**src/rtl/muldiv_pkg.sv**
```systemverilog
// muldiv_pkg: op encodings, FSM states and op-class helpers shared by the multiply/divide unit
package muldiv_pkg;
    localparam logic [2:0] MULDIV_MUL    = 3'b000;
    localparam logic [2:0] MULDIV_MULH   = 3'b001;
    localparam logic [2:0] MULDIV_MULHSU = 3'b010;
    localparam logic [2:0] MULDIV_MULHU  = 3'b011;
    localparam logic [2:0] MULDIV_DIV    = 3'b100;
    localparam logic [2:0] MULDIV_DIVU   = 3'b101;
    localparam logic [2:0] MULDIV_REM    = 3'b110;
    localparam logic [2:0] MULDIV_REMU   = 3'b111;

    typedef enum logic [1:0] {ST_IDLE, ST_RUN, ST_FIX, ST_DONE} state_t;

    function automatic logic is_div(input logic [2:0] op);
        return op[2];
    endfunction

    function automatic logic is_signed_a(input logic [2:0] op);
        return op == MULDIV_MULH || op == MULDIV_MULHSU || op == MULDIV_DIV || op == MULDIV_REM;
    endfunction

    function automatic logic is_signed_b(input logic [2:0] op);
        return op == MULDIV_MULH || op == MULDIV_DIV || op == MULDIV_REM;
    endfunction
endpackage

```
**src/rtl/muldiv_if.sv**
```systemverilog
// muldiv_if: start/busy/done request and result bundle between control unit and muldiv_unit
interface muldiv_if #(parameter int XLEN = 32);
    logic            i_start;
    logic [2:0]      i_op;
    logic [XLEN-1:0] i_a;
    logic [XLEN-1:0] i_b;
    logic            o_busy;
    logic            o_done;
    logic [XLEN-1:0] o_result;

    modport master(output i_start, i_op, i_a, i_b, input o_busy, o_done, o_result);
    modport slave(input i_start, i_op, i_a, i_b, output o_busy, o_done, o_result);
endinterface

```
**src/rtl/muldiv_abs.sv**
```systemverilog
// muldiv_abs: conditional two's-complement negate
module muldiv_abs #(parameter int XLEN = 32) (
    input  logic            i_neg,
    input  logic [XLEN-1:0] i_val,
    output logic [XLEN-1:0] o_val
);
    assign o_val = i_neg ? -i_val : i_val;
endmodule

```
**src/rtl/muldiv_unit.sv**
```systemverilog
// muldiv_unit: bit-serial RV32M/RV64M multiply/divide; MULDIV_FAST_MUL_EN selects a single-cycle multiplier
module muldiv_unit
    import muldiv_pkg::*;
#(
    parameter  int XLEN  = 32,
    localparam int CNT_W = $clog2(XLEN)
) (
    input logic     clk,
    input logic     rst,
    muldiv_if.slave bus
);
    state_t            r_state, w_next;
    logic [2:0]        r_op;
    logic              r_neg;
    logic [XLEN-1:0]   r_opb, r_result;
    logic [2*XLEN-1:0] r_prod, w_step;
    logic [CNT_W-1:0]  r_cnt;
    logic              w_accept, w_sa, w_sb, w_div0, w_ovf, w_fast;
    logic [XLEN-1:0]   w_mag_a, w_mag_b, w_short_val, w_fast_val;
    logic [XLEN-1:0]   w_lo, w_hi, w_sel, w_fixed, w_fix_val;
    logic [XLEN:0]     w_sum, w_diff;

    assign w_accept = bus.i_start && (r_state == ST_IDLE || r_state == ST_DONE);
    assign w_sa     = is_signed_a(bus.i_op) & bus.i_a[XLEN-1];
    assign w_sb     = is_signed_b(bus.i_op) & bus.i_b[XLEN-1];
    assign w_div0   = is_div(bus.i_op) && bus.i_b == '0;
    assign w_ovf    = (bus.i_op == MULDIV_DIV || bus.i_op == MULDIV_REM) &&
                      bus.i_a == {1'b1, {(XLEN-1){1'b0}}} && &bus.i_b;
    assign w_short_val = w_div0 ? (bus.i_op[1] ? bus.i_a : '1) : (bus.i_op[1] ? '0 : bus.i_a);

    muldiv_abs #(.XLEN(XLEN)) u_abs_a (.i_neg(w_sa), .i_val(bus.i_a), .o_val(w_mag_a));
    muldiv_abs #(.XLEN(XLEN)) u_abs_b (.i_neg(w_sb), .i_val(bus.i_b), .o_val(w_mag_b));

`ifdef MULDIV_FAST_MUL_EN
    logic signed [XLEN:0]     w_fa, w_fb;
    logic signed [2*XLEN-1:0] w_fp;
    assign w_fa       = {w_sa, bus.i_a};
    assign w_fb       = {w_sb, bus.i_b};
    assign w_fp       = w_fa * w_fb;
    assign w_fast     = !is_div(bus.i_op);
    assign w_fast_val = bus.i_op == MULDIV_MUL ? w_fp[XLEN-1:0] : w_fp[2*XLEN-1:XLEN];
`else
    assign w_fast     = 1'b0;
    assign w_fast_val = '0;
`endif

    // mul: shift-add into upper half; div: restoring step on {remainder, quotient}
    assign w_sum  = {1'b0, r_prod[2*XLEN-1:XLEN]} + {1'b0, r_opb};
    assign w_diff = r_prod[2*XLEN-1:XLEN-1] - {1'b0, r_opb};
    assign w_step = is_div(r_op)
        ? (w_diff[XLEN] ? {r_prod[2*XLEN-2:0], 1'b0} : {w_diff[XLEN-1:0], r_prod[XLEN-2:0], 1'b1})
        : (r_prod[0] ? {w_sum, r_prod[XLEN-1:1]} : {1'b0, r_prod[2*XLEN-1:1]});

    assign w_lo  = r_prod[XLEN-1:0];
    assign w_hi  = r_prod[2*XLEN-1:XLEN];
    assign w_sel = (r_op == MULDIV_MUL || (is_div(r_op) && !r_op[1])) ? w_lo : w_hi;

    muldiv_abs #(.XLEN(XLEN)) u_abs_r (.i_neg(r_neg), .i_val(w_sel), .o_val(w_fixed));

    // high half of a negated 2*XLEN product only takes the +1 carry when the low half is zero
    assign w_fix_val = (!is_div(r_op) && r_op != MULDIV_MUL && r_neg && w_lo != '0) ? ~w_hi : w_fixed;

    always_comb begin
        w_next = r_state;
        if (w_accept)
            w_next = (w_div0 || w_ovf || w_fast) ? ST_DONE : ST_RUN;
        else if (r_state == ST_DONE)
            w_next = ST_IDLE;
        else if (r_state == ST_RUN)
            w_next = r_cnt == '0 ? ST_FIX : ST_RUN;
        else if (r_state == ST_FIX)
            w_next = ST_DONE;
    end

    always_ff @(posedge clk or posedge rst)
        if (rst) r_state <= ST_IDLE;
        else     r_state <= w_next;

    always_ff @(posedge clk or posedge rst) begin
        if (rst) begin
            r_op     <= '0;
            r_neg    <= 1'b0;
            r_opb    <= '0;
            r_prod   <= '0;
            r_cnt    <= '0;
            r_result <= '0;
        end else if (w_accept) begin
            r_op   <= bus.i_op;
            r_neg  <= (is_div(bus.i_op) && bus.i_op[1]) ? w_sa : w_sa ^ w_sb;
            r_opb  <= is_div(bus.i_op) ? w_mag_b : w_mag_a;
            r_prod <= {{XLEN{1'b0}}, is_div(bus.i_op) ? w_mag_a : w_mag_b};
            r_cnt  <= CNT_W'(XLEN-1);
            if (w_div0 || w_ovf)
                r_result <= w_short_val;
            else if (w_fast)
                r_result <= w_fast_val;
        end else if (r_state == ST_RUN) begin
            r_prod <= w_step;
            r_cnt  <= r_cnt - 1'b1;
        end else if (r_state == ST_FIX) begin
            r_result <= w_fix_val;
        end
    end

    assign bus.o_busy   = r_state == ST_RUN || r_state == ST_FIX;
    assign bus.o_done   = r_state == ST_DONE;
    assign bus.o_result = r_result;
endmodule

```
**src/flat_wrapper.sv**
```systemverilog
// flat-port wrapper written by rule: the top's interface ports become plain ports
module muldiv_unit_flat import muldiv_pkg::*;
#(
    parameter  int XLEN  = 32,
    localparam int CNT_W = $clog2(XLEN)
)
  (clk, rst, bus_i_start, bus_i_op, bus_i_a, bus_i_b, bus_o_busy, bus_o_done, bus_o_result);
  muldiv_if #(.XLEN(XLEN)) bus_i ();
  input logic clk;
  input logic rst;
  input wire logic [$bits(bus_i.i_start)-1:0] bus_i_start;
  input wire logic [$bits(bus_i.i_op)-1:0] bus_i_op;
  input wire logic [$bits(bus_i.i_a)-1:0] bus_i_a;
  input wire logic [$bits(bus_i.i_b)-1:0] bus_i_b;
  output wire logic [$bits(bus_i.o_busy)-1:0] bus_o_busy;
  output wire logic [$bits(bus_i.o_done)-1:0] bus_o_done;
  output wire logic [$bits(bus_i.o_result)-1:0] bus_o_result;
  assign bus_i.i_start = bus_i_start;
  assign bus_i.i_op = bus_i_op;
  assign bus_i.i_a = bus_i_a;
  assign bus_i.i_b = bus_i_b;
  assign bus_o_busy = bus_i.o_busy;
  assign bus_o_done = bus_i.o_done;
  assign bus_o_result = bus_i.o_result;
  muldiv_unit #(.XLEN(XLEN)) u_core (.clk(clk), .rst(rst), .bus(bus_i));
endmodule
```
**config.mk**
```make
export PLATFORM = sky130hd
export DESIGN_NAME = muldiv_unit_flat
export DESIGN_NICKNAME = d
export VERILOG_FILES = /design/src/rtl/muldiv_pkg.sv /design/src/rtl/muldiv_if.sv /design/src/rtl/muldiv_abs.sv /design/src/rtl/muldiv_unit.sv /design/src/flat_wrapper.sv
export SDC_FILE = /design/constraint.sdc
export NUM_CORES = 1
export LEC_CHECK = 0
export BUFFER_PORTS_ARGS = -buffer_cell sky130_fd_sc_hd__buf_4
export CAP_MARGIN = 20
export CORE_MARGIN = 5
export CORE_UTILIZATION = 45
export CTS_CLUSTER_DIAMETER = 40
export DETAILED_ROUTE_END_ITERATION = 7
export PLACE_DENSITY = 0.62
export SYNTH_ARGS = -nofsm -noshare
export SYNTH_HDL_FRONTEND = slang
export SYNTH_SLANG_ARGS = --single-unit
```
**constraint.sdc**
```tcl
create_clock -name clk -period 7.95 [get_ports clk]
set_input_delay 1.1925 -clock clk [delete_from_list [all_inputs] [get_ports clk]]
set_output_delay 1.1925 -clock clk [all_outputs]
set_load 0.02 [all_outputs]
```
==> results.md, run 1 <==
Clocking:
- The quantity of hold-fixing buffers added after cts is 0.
- The clock transition at the registers of the reported paths is 0.07 ns.
- Clock latency on the worst-skew pair, taken at its later pin, is 0.44 ns.
- The CTS tree is yes.
- The number of clock buffers inserted by TritonCTS is 17.
- The tree is rooted in a clkbuf_16.
- The clock passes through at most 2 buffers.
- The post-CTS repair timing setup buffer count is 0.
- The H-tree was split into 4 levels.
- The CTS sink count is 139.
- The number of cells upsized or downsized after cts is 0.

Worst hold path:
- The worst hold path begins at u_core.bus.o_result[8].
- Along the worst hold path, the cell count comes to 1.
- The path class of the lowest-slack min-delay path is flip-flop to flip-flop.

Die:
- The area of the placeable core is 32500 sq um.
- Once the floorplan was initialized, standard cells occupied 45.5% of the core.
- The number of top-level design ports is 104.
- The die covers 36500 sq um.
- The chip height is 191 um.
- The die width is 191 um.
- The floorplan has 66 rows.

Worst setup path:
- The data arrival at the endpoint of the critical path is a little over 5 ns.
- The startpoint type of the worst setup path is an input port.
- The worst reg2reg path startpoint is u_core.r_op[2].
- The nature of the critical path endpoint is a flip-flop.
- Along the worst path, the maximum fanout reaches 121.
- The worst register-to-register path has a setup slack of 3.31 ns.
- At the worst endpoint, the required time is about 8.3 ns.
- The critical path launch point is bus_i_op[2].
- The setup path with the least slack is of type input port to flip-flop.
- The worst register-to-register path has a depth of 14.

Power:
- Power spread over the standard cell area amounts to 526 nW/um^2.
- The share of total power in combinational logic is 71.4%.
- The final total power is 8.53 mW.
- The maximum vdd drop is 558 uV.
- For this design the total switching power over the nets is 4.62 mW.
- The analysis attributes to cell leakage a power of about 6.8 nW.
- The total internal power is 3.91 mW.
- Sequential cells account for 19.4% of the total power.
- The clock network accounts for 9.2% of the total power.
- In this run switching power makes up a little over half of total power.

Global route:
- The number of global-route vias before repair is 13700.
- Summed over all layers, the global routing overflow is 0.
- Entering global routing, the biggest net connects 122 pins.
- The number of antenna violations at the first check in global routing was 0.
- The total global-route track usage is 28.7%.
- The global-route wire length before repair is between 80000 and 90000 um.

Drt:
- In the routed layout, each cell is associated on average with a via count of 6.14.
- In the routed design, unresolved DRC markers number 0.
- The count of TritonRoute iterations in the first routing pass is 6.
- The wire length per cell after detailed routing is ~22 um.
- After the first detailed-routing iteration, the DRC count stood at 1333.
- The routed via count is 15000.
- The remaining antenna violation count is 0.
- The routed wire length is 53500 um.

Synth:
- Counting distinct cell types in the post-synthesis netlist gives 84.
- In the post-synthesis netlist, the biggest area contributors are dfrtp_1 24%, a21oi_1 7.1%, o21ai_0 6.6%.
- The number of flops mapped to enable cells by yosys is 0.
- The gate count after technology mapping is 1994.
- The share of the Yosys chip area taken by registers is 23.6%.
- Synthesis inferred 139 register bits.
- A synthesized cell averages 7.40 sq um.
- The most common cell in the synthesized netlist is nand2_1.
- The number of warning messages in the yosys log is 0.
- Among all flip-flop cells after synthesis, the most frequent one is dfrtp_1.
- By count the netlist is led by 233 x nand2_1, 209 x a21oi_1, 194 x o21ai_0.
- The synthesized netlist occupies a cell area of 14800 sq um.
- The net count after synthesis is 2138.
- dfrtp_1 takes more of the synthesized area than any other cell.
- The proportion of register bits with asynchronous set or reset after synthesis is 100%.
- The top-area cell type share of the netlist area is 23.6%.

Placed design:
- The worst setup slack before clock tree synthesis is about 2.8 ns.
- Port buffering added 103 buffers.
- The detailed-placement wirelength estimate is just over 40000 um.
- Once placement finished, the instance area stood at 15700 sq um.
- The last weighted congestion value of the routability-driven placer is around 0.95.

Timing:
- The count of final setup violators is 0.
- Derived from the worst setup path, the maximum achievable clock frequency is 210 MHz.
- At the pin with the least slew margin, the transition time is 1.01 ns.
- Setup repair after global routing left no endpoint under its margin.
- The clock skew is roughly 0.017 ns.
- The share of the clock period used by the worst path after layout is 59.9%.
- The final number of hold-violating endpoints was 0.
- Adding up every negative setup slack in the final design gives 0 ns.
- The routed design could run at a clock period as short as 4.77 ns.
- The number of pins with negative max-slew slack in the final report is 0.
- The worst relative slew slack is between 30% and 40%.
- The smallest setup slack after layout is 3.18 ns.

Outcome:
- The flow ran to the end, and the final reports show no timing, DRC or antenna violations.

Finish:
- The proportion of layout cells with a drive suffix above 1 is 9.59%.
- The antenna diode count is 0.
- The final-layout fill cell count is 3266.
- The area growth from synthesis to layout is 9.90%.
- The multi-input combinational cells in the finished layout cover a total of 10400 sq um.
- For this run, the post-layout net count is between 2000 and 2500.
- The final standard cell area without fillers is 16200 sq um.
- The storage element area is 3480 sq um.

Flow run:
- The count of maximum capacitance violations is 0.
-- cell families after synthesis --
| logic type | after synthesis | synth area share [%] |
|---|---|---|
| compound gates | 710 | 30.0 |
| simple gates | 621 | 19.5 |
| buf+inv | 224 | 6.08 |
| fa+ha+maj | 100 | 8.14 |
| xor+xnor | 116 | 6.88 |
| flops | 139 | 23.6 |
| mux | 84 | 5.76 |
-- worst paths after layout --
check | endpoint
setup reg to reg | u_core.bus.o_result[16]
max in group asynchronous | u_core.r_opb[30]
min in group asynchronous | u_core.r_cnt[2]
hold / removal | u_core.bus.o_result[8]
setup / recovery | u_core.bus.o_result[8]
hold reg to reg | u_core.bus.o_result[8]
-- routing by layer --
metal	wire, um	up-vias	GRT usage, %
li1	-	7265	-
met1	24500	7073	41.6
met2	23400	605	43.9
met3	3340	73	3.21
met4	2250	0	11.3
met5	0	-	0
-- layout make-up --
cell class | instances | share of cell area, %
clock buffers | 20 | 2.75
clock inverters | 12 | 0.694
inverters | 80 | 1.88
multi-input cells | 1631 | 64.2
flip-flops and latches | 139 | 21.5
well taps | 442 | 3.41
repair buffers | 120 | 5.55
-- flip-flops by register name, indices dropped and copies added (netlist names) --
register,flops
u_core.r_neg,1
u_core.r_op,3
u_core.bus.o_result,32
u_core.r_state,2
u_core.r_cnt,5
u_core.r_prod,64
u_core.r_opb,32
-- stage by stage --
stage | util [%] | instances | hold slack [ns]
4_1_cts | 50.0 | 2444 | 0.516
2_1_floorplan | - | 1994 | 0.475
5_1_grt | 50.0 | 2444 | 0.531
3_5_place_dp | 48.3 | 2412 | 0.501
3_3_place_gp | 48.3 | 2412 | 0.494
6_report | 50.0 | 2444 | 0.511
-- worst max-delay path, cell delays in order --
cell and delay, ns:
buf_4 0.71, inv_1 0.38, or4_1 0.65, nor4_4 0.24, buf_4 0.42, a22oi_2 0.30, nand2_2 0.72, mux2_2 0.41
-- power groups by stage --
stage               Combinational [mW]  Sequential [mW]  Clock, mW
finish                            6.09             1.66      0.786
detailed placement                6.00             1.64          0
global placement                  5.93             1.64          0
CTS                               6.03             1.63      0.792
floorplan                         4.54             1.45          0
global route                      6.70             1.71      0.817
-- layout by cell type, fill, tap and decap left out, drive strengths merged, types with 23 or more instances in the layout --
master  instances
mux2i          77
nand2         236
buf           120
o211ai         76
xnor2          63
inv            83
o21ai         199
a211oi         38
a21oi         210
ha             72
a31oi          24
nor3           56
nand3          25
nor2          167
a21o           25
maj3           26
dfrtp         139
xor2           53
nor2b          23
(Power assumes the default switching activity.)
==> run 2, diff against run 1 <==
clock period = 4.8 ns   (was 7.95 ns; I/O delays follow)
==> results.md, run 2 (same netlist as run 1, synthesis figures left out) <==
Global route:
- The number of global-route vias before repair was 14500 (+5.9%).
- The residual overflow from global routing is 0 (unchanged).
- The maximum number of pins on one net before global-route repair is 119 (-2.5%).
- The global-route wire length before repair is 87400 um (+7.0%).
- The number of antenna violations at the first check in global routing was 1 (+1).
- The total global-route track usage is 30.8% (+2.1 points).

Drt:
- The count of TritonRoute iterations in the first routing pass is 7 (+1).
- The post-route DRC violation count is 0 (unchanged).
- The remaining antenna violation count is 0 (unchanged).
- The via density per instance is 6.31 (+2.7%).
- The routed via count is 15600 (+3.7%).
- The wire length per cell after detailed routing is 23.0 um (+5.2%).
- The routed wire length is 56900 um (+6.3%).
- The initial detailed-routing violation count was 1657 (+24%).

Worst setup path:
- The worst endpoint required time is 5.07 ns (-3.20 ns).
- The critical-path cell with the highest stage delay is a2111oi_0.
- The critical path is of the flip-flop to flip-flop type.
- The startpoint type of the worst setup path is a flip-flop.
- The biggest cell delay along the critical path is 0.73 ns (about the same).
- The number of buffer and inverter stages on the critical path was 0 (-3).
- The nature of the critical path endpoint is a flip-flop.
- The maximum fanout along the worst path is 10 (-92%).
- The category of cells accounting for the largest share of critical-path delay is compound AO/OA/AOI/OAI gates.
- The data arrival at the endpoint of the critical path is 4.34 ns (-0.75 ns).
- The critical path goes through ha_1 -> o211ai_1 -> o21ai_1 -> o21ai_0 -> a2111oi_0 -> o21ai_0 -> a21oi_1 -> a221o_1 -> xor2_1 -> a2111oi_0 -> a311oi_1.

Power:
- The reported net switching power is 7.93 mW (+72%).
- The power per standard cell area was 887 nW/um^2 (+69%).
- The leakage power figure is 6.94 nW (+2.1%).
- The switching power share of the total is 54.3% (+0.14 points).
- The maximum vdd drop is 595 uV (+6.6%).
- The fraction of power consumed by the clock network is 9.6% (+0.4 points).
- The total internal power is 6.67 mW (+71%).
- The share of total power in combinational logic is 73.0% (+1.6 points).
- The register share of total power is 17.4% (-2.0 points).

Finish:
- The number of flip-flops in the largest register was 64 (unchanged).
- The most common cell after layout, fill and taps aside is nand2_1.
- The largest register by flop count is u_core.r_prod.
- The antenna diode count was 0 (unchanged).
- The proportion of layout cells with a drive suffix above 1 came to 10.8% (+1.3 points).
- The post-layout utilization of the core is 50.7% (+0.73 points).
- The layout overhead on the synthesized area is 11.5%.
- The library cells used most frequently in the layout, excluding fill and tap cells, are 231 x nand2_1, 209 x a21oi_1, 194 x o21ai_0, 166 x nor2_1, 146 x buf_4.
- The number of nets in the layout is 2159 (+1.2%).

Die:
- The die area came to 36500 sq um (unchanged).
- The number of cell rows is 66 (unchanged).
- The area of the placeable core is 32500 sq um (unchanged).
- The die width was 191 um (unchanged).
- The chip height is 191 um (unchanged).
- The initial core utilization is 45.5% (unchanged).
- The number of top-level design ports is 104 (unchanged).

Clocking:
- The latest clock arrival within the worst-skew pair is 0.43 ns (about the same).
- The number of clock buffers inserted by TritonCTS is 17 (unchanged).
- The clock transition at the registers of the reported paths was 0.07 ns (about the same).
- The post-CTS repair timing setup buffer count is 0 (unchanged).
- The number of H-tree branching levels is 4 (unchanged).
- The tree is rooted in a clkbuf_16.
- The clock tree buffer depth is 2 (unchanged).
- The quantity of hold-fixing buffers added after cts was 0 (unchanged).
- The CTS sink count came to 139 (unchanged).
- The number of cells upsized or downsized after cts is 0 (unchanged).
- The CTS tree is yes.

Timing:
- Setup repair after global routing left no endpoint under its margin.
- The worst relative slew slack is 33.8% (+2.5 points).
- The number of pins with negative max-slew slack in the final report came to 0 (unchanged).
- The share of the clock period used by the worst path after layout is 84.8%.
- The clock skew was 0.0157 ns (-0.00166 ns).
- The pin slew with the least headroom to its limit is 0.985 ns (-0.0204 ns).
- The final sum of negative setup slack was 0 ns (unchanged).
- The count of final setup violators is 0 (unchanged).
- The highest achievable clock rate is 246 MHz.
- The worst path needs 4.07 ns of the cycle, external delays included.
- The final number of hold-violating endpoints is 0 (unchanged).

Placed design:
- The detailed-placement wirelength estimate is 43700 um (+5.4%).
- The last weighted congestion value of the routability-driven placer was 1.01 (+5.7%).
- The number of buffers inserted by port buffering was 103 (unchanged).

Worst hold path:
- The path class of the tightest hold or removal check is input port to asynchronous set/reset pin.

Outcome:
- The flow ran to the end, and the final reports show no timing, DRC or antenna violations.

Flow run:
- The count of maximum capacitance violations is 0 (unchanged).
==> run 2: cell types whose count changed in the layout (fill, tap and decap cells not counted) <==
cell,previous run,this run
bufinv_16,1,2
clkinv_2,3,1
inv_8,0,2
buf_4,120,146
clkinv_4,2,1
clkinvlp_4,2,4
clkbuf_1,2,0
==> run 2: layout make-up <==
type | count | area, sq um
Fill cell | 3223 | 16000
Multi-Input combinational cell | 1631 | 10400
Sequential cell | 139 | 3480
Timing Repair Buffer | 146 | 1100
Tap cell | 442 | 553
Clock buffer | 18 | 439
Inverter | 80 | 305
Clock inverter | 14 | 161
==> run 2: worst paths after layout <==
| check | from | end | slack [ns] | cells past startpoint |
|---|---|---|---|---|
| max | u_core.r_prod[35] | u_core.r_prod[60] | 0.73 | 11 |
| min | rst | u_core.r_cnt[1] | 0.49 | 2 |
| max reg2reg | u_core.r_prod[35] | u_core.r_prod[60] | 0.73 | 11 |
| min reg2reg | u_core.r_cnt[3] | u_core.r_cnt[3] | 0.52 | 2 |
| max in group asynchronous | rst | u_core.r_op[2] | 3.35 | 3 |
| min in group clk | u_core.r_cnt[3] | u_core.r_cnt[3] | 0.52 | 2 |
==> run 2: worst reg2reg max path, stage by stage, from the launching register on <==
cell       delay, ns
dfrtp_1         0.52
ha_1            0.43
o211ai_1        0.10
o21ai_1         0.23
o21ai_0         0.21
a2111oi_0       0.73
o21ai_0         0.30
a21oi_1         0.56
a221o_1         0.28
xor2_1          0.07
a2111oi_0       0.39
a311oi_1        0.08
==> run 2: metal layers <==
metal	up-vias	track usage [%]	part of all wire (%)
met3	105	5.08	8.0
li1	7312	-	-
met5	-	0	0.026
met4	2	12.3	4.4
met2	732	47.4	44
met1	7427	43.3	43
==> run 2: power groups by stage <==
stage / logic [mW] / clock network (mW) / registers [mW]
after floorplan: 7.51 / 0 / 2.41
after global placement: 10.4 / 0 / 2.51
after detailed placement: 10.4 / 0 / 2.52
after CTS: 10.5 / 1.41 / 2.51
after global routing: 11.7 / 1.46 / 2.60
final: 10.7 / 1.41 / 2.54
==> run 2: through the flow <==
stage          instances  hold slack, ns  setup WS [ns]  total power [mW]  area [sq um]
3_5_place_dp        2438           0.501          0.810              13.0         15900
4_1_cts             2470           0.516          0.794              14.4         16500
6_report            2470           0.486          0.731              14.6         16500
2_1_floorplan       1994           0.475          0.355              9.92         14800
3_3_place_gp        2438           0.499          0.813              12.9         15900
5_1_grt             2470           0.555          0.505              15.7         16500
==> run 3, diff against run 2 <==
ABC_AREA = 1   (was not set)
clock period = 3.9 ns   (was 4.8 ns; I/O delays follow)
==> results.md, run 3 <==
Synth:
- The net count after synthesis is 2910 (+36%).
- The proportion of register bits with asynchronous set or reset after synthesis was 100% (unchanged).
- The register area share after synthesis came to 21.4% (-2.2 points).
- The post-synthesis cell area is 16300 sq um (+10%).
- The distinct cell type count after synthesis is 48 (-43%).
- The number of flops mapped to enable cells by yosys is 0 (unchanged).
- The dominant register cell in the synthesized netlist is dfrtp_1.
- The gate count after technology mapping was 2766 (+39%).
- The most common cell in the synthesized netlist is nand2_1.
- The number of warning messages in the yosys log is 0 (unchanged).
- By count the netlist is led by 876 x nand2_1, 332 x inv_1, 256 x nor2_1.
- The count of state elements after synthesis was 139 (unchanged).
- The average cell area after synthesis is 5.89 sq um (-20%).
- Ranked by total cell area, the synthesized netlist is headed by dfrtp_1 21%, nand2_1 20%, nand3_1 7.7%.
- Of all cell types, the one taking the most synthesized area is dfrtp_1.
- The top-area cell type share of the netlist area was 21.4% (-2.2 points).

Global route:
- The maximum number of pins on one net before global-route repair is 83 (-30%).
- The global-route wire length before repair was 104000 um (+19%).
- The total global-route track usage is 32.5% (+1.6 points).
- The number of global-route vias before repair was 17700 (+22%).
- The number of antenna violations at the first check in global routing came to 0 (-1).
- The residual overflow from global routing came to 0 (unchanged).

Timing:
- The final critical path time including I/O delays and setup came to 3.47 ns (-0.596 ns).
- The pin slew with the least headroom to its limit is 1.03 ns (+0.0461 ns).
- The worst relative slew slack is 30.5% (-3.3 points).
- The count of final setup violators was 0 (unchanged).
- The number of pins with negative max-slew slack in the final report is 0 (unchanged).
- The final sum of negative setup slack is 0 ns (unchanged).
- The smallest setup slack after layout is 0.427 ns (-0.304 ns).
- The clock skew is 0.0163 ns (+0.000561 ns).
- The highest achievable clock rate was 288 MHz (+17%).
- The final number of hold-violating endpoints came to 0 (unchanged).
- The share of the clock period used by the worst path after layout is 89.0% (+4.3 points).
- Setup repair after global routing left no endpoint under its margin.

Die:
- The area of the placeable core came to 35700 sq um (+9.9%).
- The die area is 40100 sq um (+9.8%).
- The number of top-level design ports is 104 (unchanged).
- The initial core utilization came to 45.7% (+0.21 points).
- The number of cell rows is 69 (+4.5%).
- The chip height is 200 um (+4.8%).
- The die width was 200 um (+4.8%).

Finish:
- Compared with the post-synthesis result, the final layout area differs by 10.9%.
- The proportion of layout cells with a drive suffix above 1 was 8.80% (-2.0 points).
- The post-layout utilization of the core was 50.7% (about the same).
- The number of flip-flops in the largest register was 64 (unchanged).
- The final-layout fill cell count came to 3818 (+18%).
- Ranked by flip-flop count, first place goes to u_core.r_prod.
- The antenna diode count is 0 (unchanged).
- The number of nets in the layout is 2971 (+38%).
- Leaving out fill and tap cells, the most frequent cell in the layout is nand2_1.
- In the layout the commonest cells are 875 x nand2_1, 331 x inv_1, 253 x nor2_1, 250 x nand3_1, 207 x a21oi_1.

Placed design:
- The detailed-placement wirelength estimate was 53400 um (+22%).
- The number of buffers inserted by port buffering is 103 (unchanged).
- The last weighted congestion value of the routability-driven placer came to 1.03 (+2.2%).
- The worst setup slack before clock tree synthesis is 0.526 ns (-0.284 ns).

Clocking:
- The number of clock buffers inserted by TritonCTS was 17 (unchanged).
- The clock tree buffer depth is 2 (unchanged).
- The number of H-tree branching levels is 4 (unchanged).
- The post-CTS repair timing setup buffer count was 0 (unchanged).
- The latest clock arrival within the worst-skew pair is 0.46 ns (+0.03 ns).
- The clock transition at the registers of the reported paths is 0.08 ns (about the same).
- The number of cells upsized or downsized after cts is 0 (unchanged).
- TritonCTS built the clock tree.
- The CTS sink count is 139 (unchanged).
- The cell at the root of the clock tree is clkbuf_16.
- The quantity of hold-fixing buffers added after cts is 0 (unchanged).

Worst setup path:
- The most numerous cell type found on the critical path is nand2_1.
- The worst endpoint required time is 4.29 ns (-0.78 ns).
- The worst setup path is launched from a flip-flop.
- The data arrival at the endpoint of the critical path is 3.87 ns (-0.47 ns).
- The critical path in this run is classified as flip-flop to flip-flop.
- The worst setup path is captured at a flip-flop.
- The signal on the critical path passes through inv_1 -> ha_1 -> fa_1 -> inv_1 -> nand3_1 -> nand2_2 -> nand2_1 -> nand2_2 -> nand2_1 -> nand2_2 -> nand4_2 -> nand2_1 -> nand2_1 -> nand2_2 -> nand2_1 -> nand3_1 -> nand2_1 -> nand2_1.
- The biggest cell delay along the critical path is 0.62 ns (-0.11 ns).
- The slowest stage of the critical path belongs to the cell nand2_2.
- The maximum fanout along the worst path is 33 (+23).

Drt:
- The wire length per cell after detailed routing was 20.5 um (-11%).
- The routed via count is 19100 (+23%).
- The initial detailed-routing violation count is 1893 (+14%).
- The routed wire length is 67500 um (+19%).
- The via density per instance came to 5.79 (-8.1%).
- The count of TritonRoute iterations in the first routing pass is 6 (-1).
- The post-route DRC violation count is 0 (unchanged).
- The remaining antenna violation count is 0 (unchanged).

Power:
- The leakage power figure is 9.10 nW (+31%).
- The maximum vdd drop is 712 uV (+20%).
- The power per standard cell area is 1050 nW/um^2 (+18%).

Worst hold path:
- The min-delay analysis places its worst path in the category input port to asynchronous set/reset pin.

Outcome:
- The run finished with clean final reports.

Flow run:
- The count of maximum capacitance violations was 0 (unchanged).
[run 3: changes by cell type after synthesis, moves of 26 or more]
cell	delta
xnor2_1	-40
nand3_1	+225
a211oi_1	-35
nand2_1	+643
o211ai_1	-40
o21ai_0	-31
maj3_1	-26
nor2_1	+89
mux2i_1	-77
inv_1	+253
clkbuf_1	-51
nor3_1	-26
[run 3: per-stage QoR]
step / power, mW / cell area [sq um] / hold slack, ns / cells
after global placement: 16.8 / 17500 / 0.467 / 3268
final: 18.9 / 18100 / 0.146 / 3301
after global routing: 20.6 / 18100 / 0.169 / 3301
after floorplan: 12.7 / 16300 / 0.479 / 2766
after detailed placement: 16.9 / 17500 / 0.467 / 3268
after CTS: 18.6 / 18100 / 0.147 / 3300
[run 3: metal layers]
layer  GRT usage (%)  vias to the layer above  wire length (um)
li1                -                     9173                 -
met1            45.7                     8949             30000
met2            50.5                      881             29600
met3            4.61                      121              5360
met4            12.7                        0              2560
met5               0                        -                 0
[run 3: kinds of logic (layout without fill, tap and decap cells)]
logic type	after synthesis	after routing	share of synthesized area [%]
buffers and inverters	447	521	11.2
flip-flops	139	139	21.4
AO/OA/AOI/OAI	502	502	17.6
XOR/XNOR	89	89	4.79
adder cells (fa/ha/maj)	74	74	5.78
AND/OR/NAND/NOR	1515	1515	39.3
[run 3: path summary, 6_finish.rpt]
| check | from | endpoint | slack [ns] | cells after the start |
|---|---|---|---|---|
| setup reg to reg | u_core.r_prod[31] | u_core.r_prod[37] | 0.43 | 18 |
| hold reg to reg | u_core.bus.o_result[5] | u_core.bus.o_result[5] | 0.48 | 2 |
| max in group asynchronous | rst | u_core.r_op[2] | 3.02 | 3 |
| setup / recovery | u_core.r_prod[31] | u_core.r_prod[37] | 0.43 | 18 |
| hold / removal | rst | u_core.r_prod[29] | 0.15 | 2 |
| min in group clk | bus_i_op[0] | u_core.r_op[0] | 0.46 | 3 |
[run 3: layout make-up]
cell class / instances / area, sq um / share of cell area, %
Timing Repair Buffer: 150 / 1150 / 6.39
Multi-Input combinational cell: 2180 / 11000 / 60.9
Tap cell: 461 / 577 / 3.19
Clock buffer: 17 / 425 / 2.35
Clock inverter: 15 / 146 / 0.810
Sequential cell: 139 / 3480 / 19.3
Inverter: 339 / 1280 / 7.07
[run 3: report_power, final]
group | internal [mW] | switching (mW)
registers | 2.17 | 0.754
clock network | 0.850 | 0.828
logic | 4.55 | 9.73
[run 3: critical path, delay by kind of cell (launching register included)]
family | cells | cell delay [ns]
fa+ha+maj | 2 | 0.70
buf+inv | 2 | 0.28
flops | 1 | 0.42
simple gates | 14 | 1.97
